File: src/rtl/aead_bus_seq.sv
// aead_bus_seq: 32-bit register bus front end and command sequencer for a
// ChaCha20-Poly1305 AEAD core.
//
// Ports
//   clk, reset_n                 clock, asynchronous active-low reset
//   cs, we, address, write_data  CPU register bus (word addressed)
//   read_data                    registered read data (2-edge pipeline)
//   core_init/next/done          one-cycle command strobes to the core
//   core_encdec, core_key,
//   core_nonce, core_data_in     operands (word 0 in the MSBs)
//   core_ready/valid/tag_ok,
//   core_data_out, core_tag      core status and results
//   irq                          interrupt (only with AEAD_BUS_IRQ_EN)
//
// Build option: define AEAD_BUS_IRQ_EN to add the IRQ enable register
// (0x0B) and the registered irq output.
module aead_bus_seq #(
    parameter int DATA_WORDS   = 16,
    parameter int CORE_TIMEOUT = 1023
) (
`ifdef AEAD_BUS_IRQ_EN
    output logic                    irq,
`endif
    input  logic                    clk,
    input  logic                    reset_n,
    input  logic                    cs,
    input  logic                    we,
    input  logic [7:0]              address,
    input  logic [31:0]             write_data,
    output logic [31:0]             read_data,
    output logic                    core_init,
    output logic                    core_next,
    output logic                    core_done,
    output logic                    core_encdec,
    output logic [255:0]            core_key,
    output logic [95:0]             core_nonce,
    output logic [DATA_WORDS*32-1:0] core_data_in,
    input  logic                    core_ready,
    input  logic                    core_valid,
    input  logic                    core_tag_ok,
    input  logic [DATA_WORDS*32-1:0] core_data_out,
    input  logic [127:0]            core_tag
);

    typedef enum logic [1:0] {
        S_IDLE  = 2'd0,
        S_PULSE = 2'd1,
        S_WAIT  = 2'd2
    } state_e;

    localparam int          AW       = (DATA_WORDS > 1) ? $clog2(DATA_WORDS) : 1;
    localparam logic [7:0]  DW8      = 8'(DATA_WORDS);
    localparam logic [15:0] TMO_LAST = 16'(CORE_TIMEOUT - 1);

    state_e state_q, state_d;

    logic [31:0] key_q   [8];
    logic [31:0] key_d   [8];
    logic [31:0] nonce_q [3];
    logic [31:0] nonce_d [3];
    logic [31:0] data_q  [DATA_WORDS];
    logic [31:0] data_d  [DATA_WORDS];
    logic [31:0] dout_w  [DATA_WORDS];
    logic [31:0] tag_w   [4];

    logic        encdec_q, encdec_d;
    logic [2:0]  cmd_q, cmd_d;
    logic        go_q, go_d;
    logic        seen_low_q, seen_low_d;
    logic [15:0] tmo_q, tmo_d;
    logic        err_q, err_d;
    logic        done_q, done_d;
    logic [15:0] blkcnt_q, blkcnt_d;
    logic        rd_q;
    logic [31:0] rdata_q, rdout_q, rmux;
`ifdef AEAD_BUS_IRQ_EN
    logic        irq_en_q, irq_q;
`endif

    logic       wr, rd;
    logic       ctrl_wr, stat_wr, cfg_wr, cnt_wr, key_wr, non_wr, dat_wr;
    logic [7:0] doff;
    logic [AW-1:0] didx;
    logic [2:0] cmd_bits;
    logic       abort, one_hot, multi, accept, locked, drop;
    logic       complete, tmo_hit, busy;
    logic [31:0] status;

    // ---------------- bus decode ----------------
    assign wr       = cs & we;
    assign rd       = cs & ~we;
    assign doff     = address - 8'h30;
    assign didx     = doff[AW-1:0];
    assign ctrl_wr  = wr & (address == 8'h08);
    assign stat_wr  = wr & (address == 8'h09);
    assign cfg_wr   = wr & (address == 8'h0A);
    assign cnt_wr   = wr & (address == 8'h0C);
    assign key_wr   = wr & (address[7:3] == 5'b00010);
    assign non_wr   = wr & (address >= 8'h20) & (address <= 8'h22);
    assign dat_wr   = wr & (address >= 8'h30) & (doff < DW8);

    assign cmd_bits = write_data[2:0];
    assign abort    = ctrl_wr & write_data[3];
    assign one_hot  = $onehot(cmd_bits);
    assign multi    = (cmd_bits != 3'b000) & ~one_hot;
    assign busy     = (state_q != S_IDLE);
    // A latched but not yet issued command also protects the operands.
    assign locked   = busy | go_q;
    assign accept   = ctrl_wr & ~abort & ~locked & one_hot;
    assign drop     = locked & ((key_wr | non_wr | dat_wr | cfg_wr) |
                                (ctrl_wr & ~abort & (cmd_bits != 3'b000)));

    assign complete = (state_q == S_WAIT) & seen_low_q & core_ready & ~abort;
    assign tmo_hit  = (state_q == S_WAIT) & ~complete & ~abort &
                      (tmo_q == TMO_LAST);

    // ---------------- FSM: state register ----------------
    always_ff @(posedge clk or negedge reset_n) begin
        if (!reset_n) state_q <= S_IDLE;
        else          state_q <= state_d;
    end

    // ---------------- FSM: next state ----------------
    always_comb begin
        state_d = state_q;
        if (abort) begin
            state_d = S_IDLE;
        end else begin
            case (state_q)
                S_IDLE:  if (go_q) state_d = S_PULSE;
                S_PULSE: state_d = S_WAIT;
                S_WAIT:  if (complete | tmo_hit) state_d = S_IDLE;
                default: state_d = S_IDLE;
            endcase
        end
    end

    // ---------------- FSM: outputs ----------------
    always_comb begin
        core_init = 1'b0;
        core_next = 1'b0;
        core_done = 1'b0;
        if (state_q == S_PULSE) begin
            core_init = cmd_q[0];
            core_next = cmd_q[1];
            core_done = cmd_q[2];
        end
    end

    // ---------------- register next-state ----------------
    always_comb begin
        key_d      = key_q;
        nonce_d    = nonce_q;
        data_d     = data_q;
        encdec_d   = encdec_q;
        cmd_d      = accept ? cmd_bits : cmd_q;
        go_d       = go_q;
        seen_low_d = (state_q == S_WAIT) & (seen_low_q | ~core_ready);
        tmo_d      = (abort || state_q != S_WAIT) ? 16'd0 : tmo_q + 16'd1;
        err_d      = err_q;
        done_d     = done_q;
        blkcnt_d   = blkcnt_q;

        if (abort)                     go_d = 1'b0;
        else if (accept)               go_d = 1'b1;
        else if (state_q == S_IDLE)    go_d = 1'b0;

        if (!locked) begin
            if (key_wr) key_d[address[2:0]]   = write_data;
            if (non_wr) nonce_d[address[1:0]] = write_data;
            if (dat_wr) data_d[didx]          = write_data;
            if (cfg_wr) encdec_d              = write_data[0];
        end

        // Clears first so that a same-cycle set event wins.
        if (stat_wr & write_data[4]) done_d = 1'b0;
        if (stat_wr & write_data[5]) err_d  = 1'b0;
        if (complete) done_d = 1'b1;
        if (drop | tmo_hit | (ctrl_wr & ~abort & ~locked & multi))
            err_d = 1'b1;

        if (cnt_wr)                     blkcnt_d = 16'd0;
        else if (complete & cmd_q[1])   blkcnt_d = blkcnt_q + 16'd1;
    end

    always_ff @(posedge clk or negedge reset_n) begin
        if (!reset_n) begin
            key_q      <= '{default: '0};
            nonce_q    <= '{default: '0};
            data_q     <= '{default: '0};
            encdec_q   <= 1'b0;
            cmd_q      <= 3'b000;
            go_q       <= 1'b0;
            seen_low_q <= 1'b0;
            tmo_q      <= 16'd0;
            err_q      <= 1'b0;
            done_q     <= 1'b0;
            blkcnt_q   <= 16'd0;
        end else begin
            key_q      <= key_d;
            nonce_q    <= nonce_d;
            data_q     <= data_d;
            encdec_q   <= encdec_d;
            cmd_q      <= cmd_d;
            go_q       <= go_d;
            seen_low_q <= seen_low_d;
            tmo_q      <= tmo_d;
            err_q      <= err_d;
            done_q     <= done_d;
            blkcnt_q   <= blkcnt_d;
        end
    end

`ifdef AEAD_BUS_IRQ_EN
    always_ff @(posedge clk or negedge reset_n) begin
        if (!reset_n) begin
            irq_en_q <= 1'b0;
            irq_q    <= 1'b0;
        end else begin
            if (wr & (address == 8'h0B)) irq_en_q <= write_data[0];
            irq_q <= irq_en_q & (done_q | err_q);
        end
    end

    assign irq = irq_q;
`endif

    // ---------------- operand / result packing ----------------
    for (genvar i = 0; i < 8; i++) begin : g_key
        assign core_key[255-32*i -: 32] = key_q[i];
    end

    assign core_nonce = {nonce_q[2], nonce_q[1], nonce_q[0]};

    for (genvar i = 0; i < DATA_WORDS; i++) begin : g_data
        assign core_data_in[DATA_WORDS*32-1-32*i -: 32] = data_q[i];
        assign dout_w[i] = core_data_out[DATA_WORDS*32-1-32*i -: 32];
    end

    for (genvar j = 0; j < 4; j++) begin : g_tag
        assign tag_w[j] = core_tag[127-32*j -: 32];
    end

    assign core_encdec = encdec_q;

    // ---------------- read path ----------------
    assign status = {22'd0, state_q, 2'd0, err_q, done_q, busy,
                     core_tag_ok, core_valid, core_ready};

    always_comb begin
        rmux = 32'd0;
        if (address == 8'h00)       rmux = 32'h63323070;
        else if (address == 8'h01)  rmux = 32'h31333035;
        else if (address == 8'h02)  rmux = 32'h302e3032;
        else if (address == 8'h09)  rmux = status;
        else if (address == 8'h0A)  rmux = {31'd0, encdec_q};
`ifdef AEAD_BUS_IRQ_EN
        else if (address == 8'h0B)  rmux = {31'd0, irq_en_q};
`endif
        else if (address == 8'h0C)  rmux = {16'd0, blkcnt_q};
        else if (address[7:3] == 5'b00010)
            rmux = key_q[address[2:0]];
        else if (address >= 8'h20 && address <= 8'h22)
            rmux = nonce_q[address[1:0]];
        else if (address >= 8'h30 && doff < DW8)
            rmux = dout_w[didx];
        else if (address >= 8'h40 && address <= 8'h43)
            rmux = tag_w[address[1:0]];
    end

    // Capture at the sampling edge, present one edge later.
    always_ff @(posedge clk or negedge reset_n) begin
        if (!reset_n) begin
            rd_q    <= 1'b0;
            rdata_q <= 32'd0;
            rdout_q <= 32'd0;
        end else begin
            rd_q <= rd;
            if (rd)   rdata_q <= rmux;
            if (rd_q) rdout_q <= rdata_q;
        end
    end

    assign read_data = rdout_q;

endmodule

File: config.mk
export PLATFORM = sky130hd
export DESIGN_NAME = aead_bus_seq
export DESIGN_NICKNAME = d
export VERILOG_FILES = /design/src/rtl/aead_bus_seq.sv
export SDC_FILE = /design/constraint.sdc
export NUM_CORES = 2
export LEC_CHECK = 0
export CAP_MARGIN = 20
export CORE_AREA = 2 2 617 619
export CTS_BUF_LIST = sky130_fd_sc_hd__clkbuf_4 sky130_fd_sc_hd__clkbuf_8 sky130_fd_sc_hd__clkbuf_16
export DETAILED_ROUTE_END_ITERATION = 16
export DIE_AREA = 0 0 619 621
export DONT_BUFFER_PORTS = 1
export GPL_TIMING_DRIVEN = 0
export HOLD_SLACK_MARGIN = 0.03
export SYNTH_ARGS = -nofsm -noshare
export SYNTH_HDL_FRONTEND = slang
export SYNTH_SLANG_ARGS = --single-unit
File: constraint.sdc
create_clock -name clk -period 2.87 [get_ports clk]
set_clock_uncertainty 0.05 [all_clocks]
set_input_delay 0.4305 -clock clk [delete_from_list [all_inputs] [get_ports clk]]
set_output_delay 0.4305 -clock clk [all_outputs]
set_load 0.05 [all_outputs]
# ---- Word-level counts from Yosys, hierarchy flattened
# Cells that the tools add are included.
# Widths: inputs -> output; s select.
dict set report totals {
  regBits 971
  in_bits 687
  output_inout_bits 900
}
dict set report classes {
  add_sub_neg 5
  order_cmp 12
  eq_ne 14
  mux 48
  bitwise_logic 47
  n_reduce_logical 20
}
# operator count
set op_table {}
lappend op_table {{$mux 32} 21}
lappend op_table {{$bwmux 512} 1}
lappend op_table {{$bwmux 256} 1}
lappend op_table {{$bmux 32 s2} 2}
lappend op_table {{$bmux 32 s4} 1}
lappend op_table {{$demux 32 s4} 1}
lappend op_table {{$bmux 32 s3} 1}
lappend op_table {{$bwmux 96} 1}
lappend op_table {{$demux 32 s3} 1}
lappend op_table {{$demux 32 s2} 1}
lappend op_table {{$mux 16} 3}
lappend op_table {{$add 16x1->16 const B} 2}
lappend op_table {{$eq 8x4->1 const B} 4}
lappend op_table {{$and 1x1->1} 29}
lappend op_table {{$eq 16x10->1 const B} 1}
lappend op_table {{$ge 8x6->1 const B} 2}
lappend op_table {{$mux 1} 10}
lappend op_table {{$reduce_and 2->1} 5}
lappend op_table {{$or 1x1->1} 9}
lappend op_table {{$eq 8x1->1 const B} 1}
lappend op_table {{$eq 8x2->1 const B} 1}
lappend op_table {{$ge 8x7->1 const B} 1}
lappend op_table {{$le 8x6->1 const B} 1}
lappend op_table {{$le 8x7->1 const B} 1}
lappend op_table {{other kinds (28)} 45}

# ---- Depth between registers and ports, before layout
dict set report depth {
  word_depth 14
  mapped_depth 11
}

# ---- Least setup slack after synthesis
# Ideal clock, no wire load.
dict set report synth_path {
  path_kind {input to register}
  from {input address[0]}
  to {register rdata_q[2]}
  setup_ns 0.126
  arrival_time_ns 2.205
  path_slack_ns 0.489
  stages 8
  n_path_buf 4
  path_cell_list {buf_6 -> buf_12 -> buf_6 -> buf_2 -> mux4_2 -> a22oi_1 -> nand4_1 -> a221o_1}
}
dict set report synth_between {
  elab_chain_cells 14
}
# element line
set synth_rtl {}
lappend synth_rtl {{start: declaration} 28} ;# input logic [7:0] address,
lappend synth_rtl {{$sub 8x6->8 / $not 2->3 (equally long branches)} {92, 264, 268}}
lappend synth_rtl {{$not 4->5 (not written as such) / $bmux 32 s2 (equally long branches)} {266, 268}}
lappend synth_rtl {{$bmux 32 s4 / $mux 32 (equally long branches)} {266, 268}}
lappend synth_rtl {{$mux 32, on equally long branches} {266, 268}}
lappend synth_rtl {{$mux 32, on equally long branches} {266, 267}}
lappend synth_rtl {{$mux 32} 265} ;# else if (address >= 8'h30 && doff < DW8)
lappend synth_rtl {{$mux 32} 263} ;# else if (address >= 8'h20 && address <= 8'h22)
lappend synth_rtl {{$mux 32} 261} ;# else if (address[7:3] == 5'b00010)
lappend synth_rtl {{$mux 32} 260} ;# else if (address == 8'h0C) rmux = {16'd0, blkcnt_q};
lappend synth_rtl {{$mux 32} 256} ;# else if (address == 8'h0A) rmux = {31'd0, encdec_q};
lappend synth_rtl {{$mux 32} 255} ;# else if (address == 8'h09) rmux = status;
lappend synth_rtl {{$mux 32} 254} ;# else if (address == 8'h02) rmux = 32'h302e3032;
lappend synth_rtl {{$mux 32} 253} ;# else if (address == 8'h01) rmux = 32'h31333035;
lappend synth_rtl {{$mux 32 (*)} 252} ;# if (address == 8'h00) rmux = 32'h63323070;
lappend synth_rtl {{end signal: assignment} 279} ;# if (rd) rdata_q <= rmux;
lappend synth_rtl {{end: declaration} 75} ;# logic [31:0] rdata_q, rdout_q, rmux;
# Mark *: on every way between the ends. The rest lies on a longest branch, timed or not. The select of a mux whose other input is x is not followed.
# A chain may end at the register's enable or synchronous reset.

# ---- Worst setup path in the final report
dict set report layout_path {
  from {input address[7]}
  to {register rdata_q[13]}
}
dict set report layout_between {
  elab_chain_cells 12
}
# element line
set layout_rtl {}
lappend layout_rtl {{$sub 8x6->8, or another cell as far along} 92} ;# assign doff = address - 8'h30;
lappend layout_rtl {{$lt 8x5->1 / $logic_and 1x1->1 (equally long branches)} {265, 267}}
lappend layout_rtl {{$logic_and 1x1->1 / $mux 32 (equally long branches)} {265, 267}}
lappend layout_rtl {{$mux 32} 265}
lappend layout_rtl {{$mux 32} 263}
lappend layout_rtl {{$mux 32} 261}
lappend layout_rtl {{$mux 32} 260}
lappend layout_rtl {{$mux 32} 256}
lappend layout_rtl {{$mux 32} 255}
lappend layout_rtl {{$mux 32} 254}
lappend layout_rtl {{$mux 32} 253}
lappend layout_rtl {{$mux 32 (*)} 252}
# Mark *: on every way between the ends. The rest lies on a longest branch, timed or not.

==> metrics.md <==
| Metric | Value |
|---|---|
| Crit path DAT | `3.70 ns` |
| Placeable Area | `378,000 µm²` |
| Largest net degree at the start of global routing | `200` |
| Max VDD drop | `around 410 µV` |
| Share of total power in the clock network | `45.3%` |
| Post-synthesis async set-or-reset flop share | `100%` |
| Leak pwr | `25.7 nW` |
| Cell with the most instances after synthesis | `dfrtp_1` |
| Vias in the first global route | `33.2k` |
| Critical path endpoint category | `register` |
| GR Util All Layers | `21.1%` |
| Final Setup Violations | `14` |
| Top cell type's share of synthesized area | `between 50 and 60%` |
| Average size of a mapped cell | `14.8 µm²` |
| Sum Neg Setup Slack | `-0.700 ns` |
| Clock-pin slew reported for the worst setup and hold paths after clock tree synthesis | `0.06 ns` |
| Fraction of the yosys area taken by sequential cells | `between 50% and 60%` |
| Power share of the sequential group | `44.2%` |
| Clk Latency, worst-skew pair | `0.93 ns` |
| Number of nets in the layout | `between 4k and 5k` |
| Die Width | `between 600 and 700 µm` |
| RSZ-0062 raised after global routing | `true` |
| Detailed-route vias per instance | `4.05` |
| Internal Dissipation | `24.5 mW` |
| Count of buffers inserted at the top-level ports | `0` |
| Global route total overflow | `0` |
| Area growth from synthesis to final layout | `30.3%` |
| DRC violation count after routing | `0` |
| Post-layout minimum cycle time | `3.03 ns` |
| Predominant post-synthesis flop cell | `dfrtp_1` |
| Wirelength per Cell | `48.6 µm` |
| Number of antenna-violating nets in the routed design | `0` |
| Nature of the critical path startpoint | `primary input` |
| Initial core utilization | `12.0%` |
| Maximum achievable frequency | `330 MHz` |
| Distinct cells, synth | `81` |
| Final number of max-transition violations | `0` |
| Number of buffers added by the clock tree synthesis step | `120` |
| Routed wire length | `~420 mm` |
| Count of yosys warnings during synthesis | `0` |
| Power share of the combinational group | `10.5%` |
| Max-cap check violation count | `0` |
| Pre-CTS WS | `-2.59 ns` |
| Worst path required time | `3.54 ns` |
| Power spent charging and discharging nets | `11.5 mW` |
| Setup slack after layout | `-0.158 ns` |
| Number of iterations in the first detailed-routing pass | `5` |
| Global-route wire length before repair | `496 mm` |
| Overall power | `36.0 mW` |
| GP Congestion | `0.946` |
| Cell Area, Placed | `53,100 µm²` |
| I/O pin count | `1,587` |
| Post-synth design cell area | `45,500 µm²` |
| Cells taking the most area after synthesis | `dfrtp_1 (53%), mux2_2 (21%), mux4_2 (10%)` |
| EDFF count, synth | `0` |
| Slew margin rel. | `17.1%` |
| Clock tree from TritonCTS | `yes` |
| HPWL after detailed placement | `347 mm` |
| Layout cell share with drive strength beyond 1 | `between 40% and 50%` |
| Failing checks | `setup timing` |
| Number of standard-cell rows in the floorplan | `226` |
| Measured slew at the worst slew-check pin | `roughly 1.2 ns` |
| Clock buffer depth | `4` |
| Worst r2r path cells | `7` |
| Post-synthesis net count | `about 3.8k` |
| Classification of the worst-slack hold path | `in -> async` |
| Switching Share | `32.0%` |
| Status | `finished with violations` |
| Die Height | `between 600 and 700 µm` |
| Portion of the clock cycle consumed by the worst path in the final layout | `106%` |
| Antenna violations before repair | `294` |
| Finished Cell Area | `59,300 µm²` |
| Worst hold-check slack | `0.0670 ns` |
| Final Hold Viols | `0` |
| Clk sink count | `971` |
| Share of the core filled with cells in the final layout | `15.7%` |
| Synthesis-stage register bit count | `971` |
| Die outline area | `between 300,000 and 400,000 µm²` |
| Most area-hungry cell type in the Yosys netlist | `dfrtp_1` |
| Most used standard cells in the synthesized netlist | `dfrtp_1 (971), mux2_2 (864), mux4_2 (211), buf_2 (119), nor2_1 (106)` |
| First-iteration detailed-routing DRC count | `3,378` |
| Cell at the root of the clock tree | `clkbuf_16` |
| Count of placed standard cells including taps | `~8.2k` |
| Crit Path Max Fanout | `10` |
| Number of H-tree levels | `3` |
| Type of the worst setup path | `in -> reg` |
| Cells after Synth | `3,074` |
| Total via count in the routed design | `roughly 35k` |
| Final instance count without filler cells | `approximately 8.6k` |
| P per Cell Area | `608 nW/µm²` |
==> routing by layer <==
layer | routed length, µm | vias to the layer above | global-route usage (%)
met4 | 22700 | 68 | 10.2
met1 | 150000 | 18903 | 23.1
met3 | 47900 | 794 | 9.38
met5 | 444 | - | 0
li1 | - | 12297 | -
met2 | 199000 | 2917 | 34.7
==> cell type report <==
| class | instances | area [µm²] |
|---|---|---|
| Antenna cell | 194 | 485 |
| Buffer | 261 | 1690 |
| Clock buffer | 157 | 3440 |
| Clock inverter | 62 | 726 |
| Fill cell | 41730 | 319000 |
| Inverter | 8 | 30.0 |
| Multi-Input combinational cell | 1824 | 20100 |
| Sequential cell | 971 | 24300 |
| Tap cell | 5016 | 6280 |
| Timing Repair Buffer | 151 | 2200 |
==> power by group through the flow <==
stage | registers (mW) | clock network [mW] | logic [mW]
final | 15.9 | 16.3 | 3.80
after global routing | 16.0 | 17.1 | 3.92
after CTS | 15.9 | 16.6 | 3.89
after detailed placement | 16.2 | 0 | 3.58
after global placement | 16.2 | 0 | 3.16
after floorplan | 15.7 | 0 | 1.37
==> layout by cell type, fill, tap and decap left out, types with 39 or more instances in the layout <==
cell type,count
mux2_1,54
mux2_2,864
diode_2,194
buf_4,68
buf_2,68
mux4_2,211
nand2_1,79
buf_8,39
a21oi_1,58
o21ai_0,53
dfrtp_1,970
mux2i_1,66
dlygate4sd3_1,48
nor2_1,100
clkbuf_16,121
clkbuf_1,72
==> cell families (layout without fill, tap and decap cells) <==
| family | Yosys count | count (layout) | share of synthesized area, % |
|---|---|---|---|
| mux | 1219 | 1219 | 35.6 |
| flops | 971 | 971 | 53.4 |
| simple gates | 338 | 338 | 3.80 |
| buf+inv | 279 | 639 | 3.09 |
| compound gates | 240 | 240 | 3.47 |
| xor+xnor | 23 | 23 | 0.443 |
| fa+ha+maj | 4 | 4 | 0.127 |
| other cells | 0 | 194 | 0 |
==> timing repair <==
action                                  4_1_cts  5_1_grt
pin swaps                                    15        2
hold buffers                                 50        0
gates resized for setup                     143       19
endpoints found under the hold margin       845        0
setup buffers                                30        3
endpoints found under the setup margin      706      271
==> state kept, by name, indices dropped and copies added (netlist names) <==
name          flops
core_data_in    512
core_key        256
core_nonce       96
rdata_q          32
read_data        32
blkcnt_q         16
tmo_q            16
cmd_q             3
state_q           2
core_encdec       1
done_q            1
err_q             1
go_q              1
rd_q              1
seen_low_q        1
==> final timing paths <==
path                           startpoint             to  slack [ns]
max                            address[7]    rdata_q[13]       -0.16
min                               reset_n    core_key[9]        0.07
max reg2reg                    state_q[1]  core_key[238]       -0.02
min reg2reg                        done_q         done_q        0.44
max in group asynchronous         reset_n   core_key[91]        0.32
min in group clk           write_data[18]  core_key[242]        0.07
==> critical path, cell delays in order <==
cell	delay [ns]
dlygate4sd3_1	0.64
nor4_2	0.80
buf_2	0.40
o2111ai_1	0.48
nand2_1	0.41
a221oi_1	0.17
a221o_1	0.37
Note: power is estimated with default switching activity, not from simulation.
